==> src/rtl/trap_fifo_pkg.sv <==
// Shared definitions for the trap capture FIFO: read-select codes, status bit
// positions and entry layout.
package trap_pkg;
   localparam int ADDR_W = 16;
   localparam int DATA_W = 8;
   localparam int TS_W   = 8;
   localparam int CNT_W  = 5;

   localparam logic [2:0] SEL_STATUS  = 3'd0;
   localparam logic [2:0] SEL_PORT_LO = 3'd1;
   localparam logic [2:0] SEL_PORT_HI = 3'd2;
   localparam logic [2:0] SEL_DATA    = 3'd3;
   localparam logic [2:0] SEL_DIR     = 3'd4;
   localparam logic [2:0] SEL_TSTAMP  = 3'd5;

   localparam int ST_OVF   = 7;
   localparam int ST_FULL  = 6;
   localparam int ST_EMPTY = 5;

   typedef struct packed {
      logic [ADDR_W-1:0] addr;
      logic              dir;
      logic [DATA_W-1:0] data;
   } trap_entry_t;
endpackage

==> src/rtl/trap_fifo_if.sv <==
// Bus-glue side signals of the trap FIFO: capture strobe/bus, hypervisor
// read/pop strobes and the outputs back to the mapper.
interface trap_fifo_if;
   import trap_pkg::*;
   logic              trap_addr_wr_n;
   logic [ADDR_W-1:0] addr_bus;
   logic              io_direction;
   logic [DATA_W-1:0] data_bus_in;
   logic              trap_rd_n;
   logic [2:0]        rd_sel;
   logic              pop_n;
   logic [DATA_W-1:0] data_out;
   logic              data_oe;
   logic              trap_pending;
   logic              overflow;

   modport master (
      output trap_addr_wr_n, addr_bus, io_direction, data_bus_in,
             trap_rd_n, rd_sel, pop_n,
      input  data_out, data_oe, trap_pending, overflow
   );
   modport slave (
      input  trap_addr_wr_n, addr_bus, io_direction, data_bus_in,
             trap_rd_n, rd_sel, pop_n,
      output data_out, data_oe, trap_pending, overflow
   );
endinterface

==> src/rtl/trap_fifo_edge_sync.sv <==
// Synchronizer for an idle-high async strobe with a one-clk falling-edge pulse.
// Arms only after a real high has crossed the chain, so a strobe held low across reset never fires.
module trap_edge_sync #(
   parameter int SYNC_STAGES = 2
) (
   input  logic clk,
   input  logic reset,
   input  logic i_strobe_n,
   output logic o_fall
);
   logic [SYNC_STAGES-1:0] r_sync;
   logic [SYNC_STAGES-1:0] r_vld;
   logic                   r_hist;
   logic                   r_armed;
   logic                   w_sync_out;

   assign w_sync_out = r_sync[SYNC_STAGES-1];

   // r_vld tracks how far real input samples have propagated since reset
   always_ff @(posedge clk or posedge reset) begin
      if (reset) begin
         r_sync  <= '1;
         r_vld   <= '0;
         r_hist  <= 1'b1;
         r_armed <= 1'b0;
      end else begin
         r_sync <= {r_sync[SYNC_STAGES-2:0], i_strobe_n};
         r_vld  <= {r_vld[SYNC_STAGES-2:0], 1'b1};
         r_hist <= w_sync_out;
         if (&r_vld && w_sync_out)
            r_armed <= 1'b1;
      end
   end

   assign o_fall = r_armed & r_hist & ~w_sync_out;
endmodule

==> src/rtl/trap_fifo.sv <==
// Trap capture FIFO: logs trapped I/O accesses for the hypervisor to drain.
// Optional TRAP_FIFO_TIMESTAMP_EN adds a per-entry 8-bit capture timestamp.
module trap_fifo
   import trap_pkg::*;
#(
   parameter int DEPTH       = 4,
   parameter int SYNC_STAGES = 2
) (
   input  logic        clk,
   input  logic        reset,
   trap_fifo_if.slave  bus
);
   localparam int               PW       = $clog2(DEPTH);
   localparam logic [CNT_W-1:0] FULL_CNT = CNT_W'(DEPTH);

   logic             w_push_ev, w_pop_ev;
   logic             w_do_push, w_do_pop;
   logic             w_empty, w_full;
   logic [PW-1:0]    r_head, r_tail;
   logic [CNT_W-1:0] r_count;
   logic             r_ovf, r_pending;
   logic [TS_W-1:0]  w_head_ts;
   logic [7:0]       w_rdata;
   trap_entry_t      w_head;
   trap_entry_t      r_mem [DEPTH];

   trap_edge_sync #(.SYNC_STAGES(SYNC_STAGES)) u_trap_sync (
      .clk        (clk),
      .reset      (reset),
      .i_strobe_n (bus.trap_addr_wr_n),
      .o_fall     (w_push_ev)
   );

   trap_edge_sync #(.SYNC_STAGES(SYNC_STAGES)) u_pop_sync (
      .clk        (clk),
      .reset      (reset),
      .i_strobe_n (bus.pop_n),
      .o_fall     (w_pop_ev)
   );

   assign w_empty   = (r_count == '0);
   assign w_full    = (r_count == FULL_CNT);
   assign w_do_pop  = w_pop_ev & ~w_empty;
   // A pop in the same clk frees the slot, so a push while full still lands
   assign w_do_push = w_push_ev & (~w_full | w_do_pop);

   always_ff @(posedge clk or posedge reset) begin
      if (reset) begin
         r_head    <= '0;
         r_tail    <= '0;
         r_count   <= '0;
         r_ovf     <= 1'b0;
         r_pending <= 1'b0;
      end else begin
         if (w_do_push) r_tail <= r_tail + PW'(1);
         if (w_do_pop)  r_head <= r_head + PW'(1);
         case ({w_do_push, w_do_pop})
            2'b10:   r_count <= r_count + CNT_W'(1);
            2'b01:   r_count <= r_count - CNT_W'(1);
            default: r_count <= r_count;
         endcase
         if (w_pop_ev)
            r_ovf <= 1'b0;
         else if (w_push_ev && !w_do_push)
            r_ovf <= 1'b1;
         r_pending <= ~w_empty;
      end
   end

   // Entry storage is deliberately left without reset
   always_ff @(posedge clk) begin
      if (w_do_push)
         r_mem[r_tail] <= '{addr: bus.addr_bus, dir: bus.io_direction, data: bus.data_bus_in};
   end

`ifdef TRAP_FIFO_TIMESTAMP_EN
   logic [TS_W-1:0] r_ts;
   logic [TS_W-1:0] r_ts_mem [DEPTH];

   always_ff @(posedge clk or posedge reset) begin
      if (reset) r_ts <= '0;
      else       r_ts <= r_ts + TS_W'(1);
   end

   always_ff @(posedge clk) begin
      if (w_do_push)
         r_ts_mem[r_tail] <= r_ts;
   end

   assign w_head_ts = r_ts_mem[r_head];
`else
   assign w_head_ts = '0;
`endif

   assign w_head = r_mem[r_head];

   always_comb begin
      w_rdata = 8'h00;
      case (bus.rd_sel)
         SEL_STATUS: begin
            w_rdata           = {4'b0000, r_count[3:0]};
            w_rdata[ST_OVF]   = r_ovf;
            w_rdata[ST_FULL]  = w_full;
            w_rdata[ST_EMPTY] = w_empty;
         end
         SEL_PORT_LO: if (!w_empty) w_rdata = w_head.addr[7:0];
         SEL_PORT_HI: if (!w_empty) w_rdata = w_head.addr[15:8];
         SEL_DATA:    if (!w_empty) w_rdata = w_head.data;
         SEL_DIR:     if (!w_empty) w_rdata = {7'b0, w_head.dir};
         SEL_TSTAMP:  if (!w_empty) w_rdata = w_head_ts;
         default:     w_rdata = 8'h00;
      endcase
   end

   assign bus.data_out     = w_rdata;
   assign bus.data_oe      = ~bus.trap_rd_n;
   assign bus.trap_pending = r_pending;
   assign bus.overflow     = r_ovf;
endmodule

==> src/flat_wrapper.sv <==
// flat-port wrapper written by rule: the top's interface ports become plain ports
module trap_fifo_flat import trap_pkg::*;
#(
   parameter int DEPTH       = 4,
   parameter int SYNC_STAGES = 2
)
  (clk, reset, bus_trap_addr_wr_n, bus_addr_bus, bus_io_direction, bus_data_bus_in, bus_trap_rd_n, bus_rd_sel, bus_pop_n, bus_data_out, bus_data_oe, bus_trap_pending, bus_overflow);
  trap_fifo_if bus_i ();
  input  logic clk;
  input  logic reset;
  input wire logic [$bits(bus_i.trap_addr_wr_n)-1:0] bus_trap_addr_wr_n;
  input wire logic [$bits(bus_i.addr_bus)-1:0] bus_addr_bus;
  input wire logic [$bits(bus_i.io_direction)-1:0] bus_io_direction;
  input wire logic [$bits(bus_i.data_bus_in)-1:0] bus_data_bus_in;
  input wire logic [$bits(bus_i.trap_rd_n)-1:0] bus_trap_rd_n;
  input wire logic [$bits(bus_i.rd_sel)-1:0] bus_rd_sel;
  input wire logic [$bits(bus_i.pop_n)-1:0] bus_pop_n;
  output wire logic [$bits(bus_i.data_out)-1:0] bus_data_out;
  output wire logic [$bits(bus_i.data_oe)-1:0] bus_data_oe;
  output wire logic [$bits(bus_i.trap_pending)-1:0] bus_trap_pending;
  output wire logic [$bits(bus_i.overflow)-1:0] bus_overflow;
  assign bus_i.trap_addr_wr_n = bus_trap_addr_wr_n;
  assign bus_i.addr_bus = bus_addr_bus;
  assign bus_i.io_direction = bus_io_direction;
  assign bus_i.data_bus_in = bus_data_bus_in;
  assign bus_i.trap_rd_n = bus_trap_rd_n;
  assign bus_i.rd_sel = bus_rd_sel;
  assign bus_i.pop_n = bus_pop_n;
  assign bus_data_out = bus_i.data_out;
  assign bus_data_oe = bus_i.data_oe;
  assign bus_trap_pending = bus_i.trap_pending;
  assign bus_overflow = bus_i.overflow;
  trap_fifo #(.DEPTH(DEPTH), .SYNC_STAGES(SYNC_STAGES)) u_core (.clk(clk), .reset(reset), .bus(bus_i));
endmodule
==> config.mk <==
export PLATFORM = sky130hd
export DESIGN_NAME = trap_fifo_flat
export DESIGN_NICKNAME = d
export VERILOG_FILES = /design/src/rtl/trap_fifo_pkg.sv /design/src/rtl/trap_fifo_if.sv /design/src/rtl/trap_fifo_edge_sync.sv /design/src/rtl/trap_fifo.sv /design/src/flat_wrapper.sv
export SDC_FILE = /design/constraint.sdc
export NUM_CORES = 1
export LEC_CHECK = 0
export BUFFER_PORTS_ARGS = -buffer_cell sky130_fd_sc_hd__buf_2
export CAP_MARGIN = 30
export CORE_MARGIN = 3
export CORE_UTILIZATION = 47
export CTS_CLUSTER_SIZE = 30
export DETAILED_ROUTE_END_ITERATION = 8
export PLACE_DENSITY = 0.77
export SKIP_LAST_GASP = 1
export SLEW_MARGIN = 20
export SYNTH_ARGS = -nofsm -noshare
export SYNTH_HDL_FRONTEND = slang
export SYNTH_HIERARCHICAL = 1
export SYNTH_SLANG_ARGS = --single-unit
==> constraint.sdc <==
create_clock -name clk -period 3.4 [get_ports clk]
set_input_delay 0.51 -clock clk [delete_from_list [all_inputs] [get_ports clk]]
set_output_delay 0.51 -clock clk [all_outputs]
set_load 0.005 [all_outputs]
==> impl_metrics.toml <==
[grt]
grt_pass1_wl_mm = 14.5
overflow = 0
track_usage_pct = 16.8
first_global_vias = 2811
grt_max_degree = 31
antenna_found_initial = 0

[synth]
synth_edf_count = 100
synth.avg_cell_area_sq_um = 18.4
async_reset_ff_share_pct = 18.7
syn-num-nets = 311
syn-instance-count = 272
ys_types = 49
ys_seq_area_share_pct = 71.7
synth-seq-cells = 123
syn-cell-area_sq_mm = 0.00500
synth_flop_cell = "edfxtp_1"
ys_warn_count = 6

[setup_path]
worst-setup-path-type = "reg -> out"
arrival_ps = 2640
rr_startpoint = "u_core/u_pop_sync/r_hist"
cp_slowest_stage_delay_ps = 640
cp-end-kind = "primary output"
r2r_slack_ps = 640
crit_slowest_cell = "or4_4"
cp-start-kind = "flop"
crit_chain = "or4_4 -> o21ai_1 -> nor2_1 -> a211o_1 -> buf_2"
worst-path-max-fanout = 10
required_ps = 2890
crit_start = "u_core/r_count[1]"

[clocking]
htreeDepth = 4
cts_tree = "yes"
clkTransAtPathRegs_ps = 60
clockBufferDepth = 2
clkSinkCount = 123
cts_hold_buf = 1
clk_latency_ps = 500
post_cts_buffers = 0
cts_buffers = 17
cts_resized = 0
root_buffer = "clkbuf_8"

[die]
start_util_pct = 48.5
fp.dieH_microns = 109
dieArea_sq_mm = 0.0119
die_width_microns = 109
core_area_sq_mm = 0.0103
io_pins = 44
row_count = 37

[placement]
dpl.hpwl_mm = 5.87
post-place-ws_ps = 646
placed_cells = 448
gp_congestion = 0.862
io_buffers = 43

[status]
status = "finished, final reports clean"

[sta]
period_share_pct = 92.8
relSlewSlack_pct = 50.7
fin_ws_ps = 246
setup_violations = 0
finalSetupTns_ps = 0
layout_min_cycle_time_ps = 3150
hold_slack_ps = 106
fin_skew_ps = 10.3
fmax_mhz = 317
final_hold_viol_count = 0
rsz0062_at_grt = "false"
report.final.slew_viol_count = 0
worst_pin_slew_ps = 740

[layout]
seq_area_sq_mm = 0.00359
multi_input_area_sq_mm = 0.00131
fin_util_pct = 58.7
fin_nets = 371
syn_to_final_growth_pct = 21.1
final_cells = 481
final.fill_count = 732
layout-drive-gt1-share_pct = 36.8
n_antenna_cell = 0

[routing]
drtIter0Drc = 160
drtAntennaViolNets = 0
drcViolationCount = 0
drt-total-wl_mm = 9.03
wl_per_cell_microns = 18.8
vias_per_cell = 5.46
num_vias = 2628
drt_pass1_iterations = 4

[power]
ir_drop_mv = 0.532
leakage_nw = 2.23
p_per_area_mw_per_mm2 = 820

[run]
drv_cap = 0

[hold_path]
min_from = "bus_pop_n"
hp-class = "in -> reg"
flip-flops by register name, indices dropped and copies added (netlist names):
signal / flops
u_core/u_trap_sync/r_armed: 1
u_core/u_pop_sync/r_vld: 2
u_core/r_head: 2
u_core/r_count: 5
u_core/u_pop_sync/r_hist: 1
u_core/u_trap_sync/r_sync: 2
u_core/bus.overflow: 1
u_core/u_trap_sync/r_hist: 1
u_core/r_tail: 2
u_core/u_pop_sync/r_sync: 2
u_core/u_pop_sync/r_armed: 1
u_core/bus.trap_pending: 1
u_core/u_trap_sync/r_vld: 2
u_core/r_mem: 100
worst max-delay path: cells and delay by family (launching register included):
kind                   cells  cell delay [ps]
AOI/OAI and AO/OA          2              780
and+or+nand+nor            2              740
DFF                        1              490
buffers and inverters      1              130
cell type report:
| class | instances | share of cell area, % |
|---|---|---|
| inverters | 9 | 0.558 |
| multi-input cells | 125 | 21.6 |
| flip-flops and latches | 123 | 59.2 |
| repair buffers | 56 | 5.20 |
| clock inverters | 15 | 3.84 |
| clock buffers | 17 | 6.84 |
| well taps | 136 | 2.81 |
layout by cell type, fill, tap and decap left out, drive strengths merged, types with 4 or more instances in the layout:
master  netlist  layout
edfxtp      100     100
buf           9      55
mux4         25      25
dfrtp        17      17
clkbuf        6      17
inv           9      16
nor2b         8       8
mux2i         8       8
a21oi         7       7
nor2          7       7
and2          6       6
ha            6       6
dfstp         6       6
bufinv        0       5
a31oi         5       5
o21ai         5       5
xnor2         4       4
nand2         4       4
o22ai         4       4
power breakdown:
part           switching, mW  internal (mW)  leakage [nW]  total [mW]
combinational          0.518          0.532         0.749        1.05
clock                  0.660           1.28         0.317        1.94
sequential             0.151           1.83          1.17        1.98
path summary, 6_finish.rpt:
| path | end | cells after the start |
|---|---|---|
| worst min register to register | u_core/u_trap_sync/r_sync[1] | 0 |
| worst max-delay path | bus_data_out[0] | 5 |
| worst min-delay path | u_core/u_pop_sync/r_sync[0] | 1 |
| min in group asynchronous | u_core/u_pop_sync/r_vld[0] | 3 |
| worst max register to register | u_core/r_mem[3][15] | 5 |
| max in group asynchronous | u_core/r_head[0] | 3 |
cells in the mapped netlist (all sizes together) (5+ instances only):
library cell  instances  share of area, %
a31oi                 5              0.63
clkbuf                6              0.45
inv                   9              0.68
mux2i                 8               1.6
a21oi                 7              0.70
and2                  6              0.75
mux4                 25                11
buf                   9               1.1
dfrtp                17               8.5
nor2b                 8               1.0
edfxtp              100                60
dfstp                 6               3.2
o21ai                 5              0.50
ha                    6               1.5
nor2                  7              0.58
cells by family after synthesis:
family,count (synthesis),share of synthesized area [%]
xor+xnor,6,1.05
simple gates,38,4.53
flops,123,71.7
fa+ha+maj,6,1.50
other cells,2,0.150
buf+inv,24,2.23
compound gates,38,5.50
mux,35,13.4
metrics by stage:
stage	area, sq um	power (mW)
after floorplan	5000	2.75
after global placement	5400	3.03
after detailed placement	5400	3.05
after CTS	6060	5.02
after global routing	6060	5.19
final	6060	4.97
layer usage:
layer	global-route usage, %	up-vias	wire length [microns]
met4	6.95	0	108
met5	0	-	0
met2	27.7	65	4770
met3	4.97	9	339
met1	20.8	1352	3820
li1	-	1202	-
No activity file was read; power rests on OpenSTA's default activity.
